**config.mk**
```make
export PLATFORM = sky130hd
export DESIGN_NAME = seq_serializer
export DESIGN_NICKNAME = d
export VERILOG_FILES = /design/src/rtl/seq_serializer_pkg.sv /design/src/rtl/seq_serializer_shift_reg.sv /design/src/rtl/seq_serializer.sv
export SDC_FILE = /design/constraint.sdc
export NUM_CORES = 1
export LEC_CHECK = 0
export CAP_MARGIN = 10
export CORE_MARGIN = 2
export CORE_UTILIZATION = 45
export CTS_BUF_LIST = sky130_fd_sc_hd__clkbuf_16
export CTS_CLUSTER_DIAMETER = 100
export DETAILED_ROUTE_END_ITERATION = 7
export DONT_BUFFER_PORTS = 1
export GPL_TIMING_DRIVEN = 0
export PLACE_DENSITY_LB_ADDON = 0.2
export SKIP_CTS_REPAIR_TIMING = 1
export SLEW_MARGIN = 40
export SYNTH_ARGS = -nofsm -noshare
export SYNTH_HDL_FRONTEND = slang
export SYNTH_SLANG_ARGS = --single-unit
export TNS_END_PERCENT = 20
```
**constraint.sdc**
```tcl
create_clock -name clk -period 2.4 [get_ports clk]
set_input_delay 0.24 -clock clk [delete_from_list [all_inputs] [get_ports clk]]
set_output_delay 0.24 -clock clk [all_outputs]
set_load 0.02 [all_outputs]
```
**src/rtl/seq_serializer_pkg.sv**
```systemverilog
// Shared types and sizing helpers for the seq_serializer block.
package ser_pkg;

   typedef enum logic [1:0] {
      IDLE   = 2'd0,
      SHIFT  = 2'd1,
      PARITY = 2'd2,
      GAP    = 2'd3
   } ser_state_t;

   // Width of a counter that must hold 0..width without wrapping.
   function automatic int ser_cnt_w(input int width);
      return $clog2(width + 1);
   endfunction

   localparam int SER_WIDTH_DEF = 8;
   localparam int SER_CNT_W     = ser_cnt_w(SER_WIDTH_DEF);
   // GAP_CYCLES tops out at 255, so an 8-bit gap counter always suffices.
   localparam int SER_GAP_W     = 8;

endpackage

```
**src/rtl/seq_serializer_shift_reg.sv**
```systemverilog
// Loadable shift register with a direction select, used by seq_serializer.
// out_bit is the head bit the register will present after the current edge,
// so the parent can register it straight into its serial output flop.
module ser_shift_reg #(
   parameter int WIDTH = 8
) (
   input  logic             clk,
   input  logic             rst,
   input  logic             load,
   input  logic             shift,
   input  logic             load_msb_first,
   input  logic [WIDTH-1:0] load_data,
   output logic             out_bit,
   output logic             parity
);

   logic [WIDTH-1:0] data_q, data_d;
   logic [WIDTH-1:0] shl, shr;
   logic             msb_first_q, msb_first_d;
   logic             parity_q, parity_d;

   // Shift-left and shift-right views of the stored word.
   for (genvar gi = 0; gi < WIDTH; gi++) begin : g_shift
      if (gi == 0) begin : g_lo
         assign shl[gi] = 1'b0;
         assign shr[gi] = data_q[gi+1];
      end else if (gi == WIDTH - 1) begin : g_hi
         assign shl[gi] = data_q[gi-1];
         assign shr[gi] = 1'b0;
      end else begin : g_mid
         assign shl[gi] = data_q[gi-1];
         assign shr[gi] = data_q[gi+1];
      end
   end

   // Next contents: load a fresh word or advance toward the next bit.
   always_comb begin
      data_d      = data_q;
      msb_first_d = msb_first_q;
      parity_d    = parity_q;
      if (load) begin
         data_d      = load_data;
         msb_first_d = load_msb_first;
         parity_d    = ^load_data;
      end else if (shift) begin
         data_d = msb_first_q ? shl : shr;
      end
   end

   // Register state; parity is captured at load since the data is consumed.
   always_ff @(posedge clk or posedge rst) begin
      if (rst) begin
         data_q      <= '0;
         msb_first_q <= 1'b0;
         parity_q    <= 1'b0;
      end else begin
         data_q      <= data_d;
         msb_first_q <= msb_first_d;
         parity_q    <= parity_d;
      end
   end

   assign out_bit = msb_first_d ? data_d[WIDTH-1] : data_d[0];
   assign parity  = parity_q;

endmodule

```
**src/rtl/seq_serializer.sv**
```systemverilog
// Parallel-to-serial front end for the serial pattern detectors.
// Optional trailing even-parity bit is enabled by defining SER_PARITY_EN.
module seq_serializer
   import ser_pkg::*;
#(
   parameter int   WIDTH      = 8,
   parameter int   GAP_CYCLES = 0,
   parameter logic IDLE_LEVEL = 1'b0
) (
   input  logic             clk,
   input  logic             rst,
   input  logic [WIDTH-1:0] din,
   input  logic             din_valid,
   output logic             din_ready,
   input  logic             msb_first,
   output logic             ser_out,
   output logic             ser_valid,
   output logic             busy,
   output logic             word_done
);

   localparam int                   CNT_W    = ser_cnt_w(WIDTH);
   localparam logic [CNT_W-1:0]     LAST_IDX = CNT_W'(WIDTH - 1);
   localparam logic [SER_GAP_W-1:0] GAP_LAST =
      SER_GAP_W'((GAP_CYCLES > 0) ? GAP_CYCLES - 1 : 0);
   localparam bit                   B2B_EN   = (GAP_CYCLES == 0);
`ifdef SER_PARITY_EN
   localparam bit                   PARITY_EN = 1'b1;
`else
   localparam bit                   PARITY_EN = 1'b0;
`endif

   ser_state_t           state_q, state_d;
   logic [CNT_W-1:0]     bit_cnt_q, bit_cnt_d;
   logic [SER_GAP_W-1:0] gap_cnt_q, gap_cnt_d;
   logic                 ser_out_q, ser_out_d;
   logic                 ser_valid_q, ser_valid_d;
   logic                 word_done_q, word_done_d;
   logic                 busy_q, busy_d;

   logic sr_load, sr_shift, sr_out_bit, sr_parity;
   logic accept, last_bit, start_word, end_word;

   ser_shift_reg #(
      .WIDTH (WIDTH)
   ) u_shift (
      .clk            (clk),
      .rst            (rst),
      .load           (sr_load),
      .shift          (sr_shift),
      .load_msb_first (msb_first),
      .load_data      (din),
      .out_bit        (sr_out_bit),
      .parity         (sr_parity)
   );

   assign last_bit = (state_q == SHIFT) && (bit_cnt_q == LAST_IDX);

   // Ready in IDLE, and on the final line bit of a word when no gap follows.
   always_comb begin
      din_ready = 1'b0;
      if (!rst) begin
         if (state_q == IDLE) begin
            din_ready = 1'b1;
         end else if (B2B_EN) begin
            din_ready = PARITY_EN ? (state_q == PARITY) : last_bit;
         end
      end
   end

   assign accept = din_valid & din_ready;

   // Next-state, counter and output-register values.
   always_comb begin
      state_d     = state_q;
      bit_cnt_d   = bit_cnt_q;
      gap_cnt_d   = gap_cnt_q;
      ser_out_d   = IDLE_LEVEL;
      ser_valid_d = 1'b0;
      word_done_d = 1'b0;
      sr_load     = 1'b0;
      sr_shift    = 1'b0;
      start_word  = 1'b0;
      end_word    = 1'b0;

      case (state_q)
         IDLE: begin
            start_word = accept;
         end
         SHIFT: begin
            if (!last_bit) begin
               sr_shift    = 1'b1;
               bit_cnt_d   = bit_cnt_q + CNT_W'(1);
               ser_out_d   = sr_out_bit;
               ser_valid_d = 1'b1;
               word_done_d = !PARITY_EN && ((bit_cnt_q + CNT_W'(1)) == LAST_IDX);
            end else if (PARITY_EN) begin
               state_d     = PARITY;
               ser_out_d   = sr_parity;
               ser_valid_d = 1'b1;
               word_done_d = 1'b1;
            end else begin
               end_word = 1'b1;
            end
         end
         PARITY: begin
            end_word = 1'b1;
         end
         GAP: begin
            if (gap_cnt_q == GAP_LAST) begin
               state_d = IDLE;
            end else begin
               gap_cnt_d = gap_cnt_q + SER_GAP_W'(1);
            end
         end
         default: begin
            state_d = IDLE;
         end
      endcase

      // Leaving a word: idle gap, straight into the next word, or IDLE.
      if (end_word) begin
         if (GAP_CYCLES > 0) begin
            state_d   = GAP;
            gap_cnt_d = '0;
         end else if (accept) begin
            start_word = 1'b1;
         end else begin
            state_d = IDLE;
         end
      end

      // First bit of a new word goes on the line the cycle after accept.
      if (start_word) begin
         state_d     = SHIFT;
         sr_load     = 1'b1;
         bit_cnt_d   = '0;
         ser_out_d   = sr_out_bit;
         ser_valid_d = 1'b1;
         word_done_d = 1'b0;
      end

      busy_d = (state_d != IDLE);
   end

   // State and registered outputs; reset aborts any word in flight.
   always_ff @(posedge clk or posedge rst) begin
      if (rst) begin
         state_q     <= IDLE;
         bit_cnt_q   <= '0;
         gap_cnt_q   <= '0;
         ser_out_q   <= IDLE_LEVEL;
         ser_valid_q <= 1'b0;
         word_done_q <= 1'b0;
         busy_q      <= 1'b0;
      end else begin
         state_q     <= state_d;
         bit_cnt_q   <= bit_cnt_d;
         gap_cnt_q   <= gap_cnt_d;
         ser_out_q   <= ser_out_d;
         ser_valid_q <= ser_valid_d;
         word_done_q <= word_done_d;
         busy_q      <= busy_d;
      end
   end

   assign ser_out   = ser_out_q;
   assign ser_valid = ser_valid_q;
   assign word_done = word_done_q;
   assign busy      = busy_q;

endmodule
```
==> results.py <==
metrics = {
    "outcome": {
        "outcome": "finished clean",
    },
    "clocking": {
        "clk_pin_slew_ns": 0.07,
        "root_buffer": "clkbuf_16",
        "clock_latency_ns": 0.26,
        "clock-sinks": 27,
        "clock_path_buffers": 2,
        "cts_tree": "yes",
        "cts.htree.levels": 1,
        "cts_buffers": 3,
    },
    "detailed_routing": {
        "dr.max_layer_used": "met4",
        "routed_wl_um": 2620,
        "first_pass_iters": 4,
        "dr_wl_met2_um": 1190,
        "num_vias": 1003,
        "wire_per_inst_um": 14.0,
        "drt-initial-drc-count": 25,
        "drc": 0,
        "via_per_inst": 5.36,
        "routed-wl-met3_um": 94,
        "wl_met1_um": 1300,
        "drtAntennaViolNets": 0,
    },
    "floorplanning": {
        "rows": 20,
        "boundaryPins": 17,
        "die_x_um": 60.6,
        "start_util": 0.473,
        "core_area_mm2": 0.00305,
        "dieArea_mm2": 0.00367,
        "die_y_um": 60.6,
    },
    "worst_setup_path": {
        "max_stage_delay_ns": 0.42,
        "rr_startpoint": "state_q[1]$_DFF_PP0_",
        "end_kind": "output pin",
        "path_common_cell": "nor2_1",
        "path_cells": "inv_1, ha_1, and4b_4, nor2_1, nor2_1",
        "start_kind": "register",
        "r2r_end": "u_shift.msb_first_q$_DFF_PP0_",
        "required_ns": 2.16,
        "reg2reg_depth": 5,
        "r2r_slack_ns": 0.53,
        "worstPathArrival_ns": 1.75,
        "critPathKind": "reg2out",
        "crit_slowest_cell": "dfrtp_1",
        "crit_fanout": 8,
    },
    "pwr": {
        "leakagePower_uw": 0.000703,
        "powerDensity_mw_per_mm2": 1150,
        "peakVddDrop_uv": 610,
    },
    "timing": {
        "setup_viol": 0,
        "fin_crit_sh": 0.828,
        "finalMaxSlewViolations": 0,
        "post-route-worst-setup-slack_ns": 0.413,
        "finalClockSkew_ns": 0.00250,
        "period_needed_ns": 1.99,
        "hold_viol": 0,
        "max_freq_mhz": 503,
        "rsz0062_at_grt": "no",
        "worst_pin_slew_ns": 0.594,
        "slew_headroom": 0.604,
        "fin_setup_tns_ns": 0,
    },
    "yosys": {
        "syn_area_mm2": 0.00144,
        "avgSynthCellArea_um2": 10.5,
        "seq_area_frac_synth": 0.468,
        "synth.top_cells.by_area": "dfrtp_1 (47%), ha_1 (6.9%), a211oi_1 (3.6%), nand2_1 (3.6%), nor2_1 (3.6%)",
        "synth.distinct_cells": 34,
        "ys.flop_type": "dfrtp_1",
        "ys_ff_latch": 27,
        "netlist.area_leader.share": 0.468,
        "syn-num-nets": 158,
        "syn-instance-count": 138,
        "synth_warnings": 0,
        "async_flop_share": 1.00,
        "synth_edf_count": 0,
        "yosysTopAreaCell": "dfrtp_1",
    },
    "min_path": {
        "hold_path_depth": 2,
        "hold_end": "u_shift.data_q[4]$_DFFE_PP0P_",
        "hp-start": "din[4]",
        "hold_path.class": "in2reg",
    },
    "grt": {
        "grt.total_usage": 0.165,
        "antenna_found_initial": 0,
        "grt_start_max_net_pins": 29,
        "grt_pass1_vias": 1014,
        "grt_remaining_overflow": 0,
        "grt_pass1_wl_um": 4550,
    },
    "flow_run": {
        "max_cap_viol_count": 0,
    },
    "placement": {
        "place_ws_ns": 0.552,
        "place_congestion": 0.783,
        "port_buffers": 0,
        "place_inst": 182,
        "dp_hpwl_um": 1820,
        "place_area_mm2": 0.00150,
    },
    "cells_and_area": {
        "drive_above_1_share": 0.112,
        "antenna_cells": 0,
        "layout_commonest_cell": "dfrtp_1",
        "syn_to_final_growth_pct": 10.2,
        "layout.cell_area.non_filler_mm2": 0.00159,
        "fin_cells": 187,
        "finalNetCount": 164,
        "finish.utilization": 0.521,
        "final_cell_mix": "dfrtp_1 (27), nand2_1 (14), nor2_1 (14)",
    },
}
[per-layer routing]
| metal | up-vias | track usage |
|---|---|---|
| met5 | - | 0 |
| met4 | 0 | 0.0466 |
| met3 | 5 | 0.0362 |
| met2 | 17 | 0.261 |
| met1 | 493 | 0.228 |
| li1 | 488 | - |
[cell usage after synthesis (2+ instances only)]
cell type,instances
ha_1,8
o21ai_0,4
o21bai_1,2
o31ai_2,3
nand4_1,4
inv_1,6
nand3_1,3
nor3_1,3
mux2i_1,4
a21oi_1,2
xnor2_1,6
xor2_1,4
dfrtp_1,27
o31ai_1,3
nor2b_1,7
nor2_1,14
nand2_1,14
mux2_2,2
a211oi_1,7
[through the flow]
| stage | hold slack (ns) | power (uW) |
|---|---|---|
| final | 0.0985 | 1840 |
| after global routing | 0.101 | 1990 |
| after CTS | -0.0493 | 1850 |
| after detailed placement | 0.230 | 1460 |
| after global placement | 0.364 | 1440 |
| after floorplan | 0.308 | 1320 |
[final cells by class]
class | instances | area, um^2
buffer | 4 | 27.5
clock buffer | 3 | 75.1
clock inverter | 1 | 7.51
fill | 304 | 1460
inverter | 6 | 22.5
multi-input combinational | 101 | 717
sequential | 27 | 676
tap | 44 | 55.1
timing repair buffer | 1 | 10.0
[worst max path at each step]
stage	endpoint	startpoint	depth (start not counted)	slack, ns
6_report	din_ready	state_q[1]$_DFF_PP0_	5	0.41
5_1_grt	din_ready	state_q[1]$_DFF_PP0_	5	0.28
3_5_place_dp	u_shift.msb_first_q$_DFF_PP0_	state_q[1]$_DFF_PP0_	5	0.55
2_1_floorplan	u_shift.msb_first_q$_DFF_PP0_	state_q[1]$_DFF_PP0_	5	0.71
3_3_place_gp	u_shift.msb_first_q$_DFF_PP0_	rst	3	0.42
4_1_cts	din_ready	state_q[1]$_DFF_PP0_	5	0.41
[cells by family (layout without fill, tap and decap cells)]
family	Yosys count	in the layout	synth area share
buffers and inverters	10	15	0.0347
muxes	6	6	0.0434
xor gates and xnor gates	10	10	0.0607
adders and majority gates	8	8	0.0694
and+or+nand+nor	52	52	0.182
DFF	27	27	0.468
AOI/OAI and AO/OA	25	25	0.141
[report_power, final]
part	total (uW)	switching [uW]	internal (uW)
Combinational	680	365	315
Sequential	770	161	609
Clock	385	159	226
[state kept, by name, summed over array words and instances (netlist names)]
name and flops:
bit_cnt_q 4, busy 1, gap_cnt_q 8, ser_out 1, ser_valid 1, state_q 2
u_shift.data_q 8, u_shift.msb_first_q 1, word_done 1
[worst max-delay path: cells and delay by family, from the launching register on]
| kind | cells | cell delay, ns |
|---|---|---|
| flops | 1 | 0.42 |
| buf+inv | 1 | 0.11 |
| fa+ha+maj | 1 | 0.31 |
| simple gates | 3 | 0.65 |
Note: power is estimated with default switching activity, not from simulation.
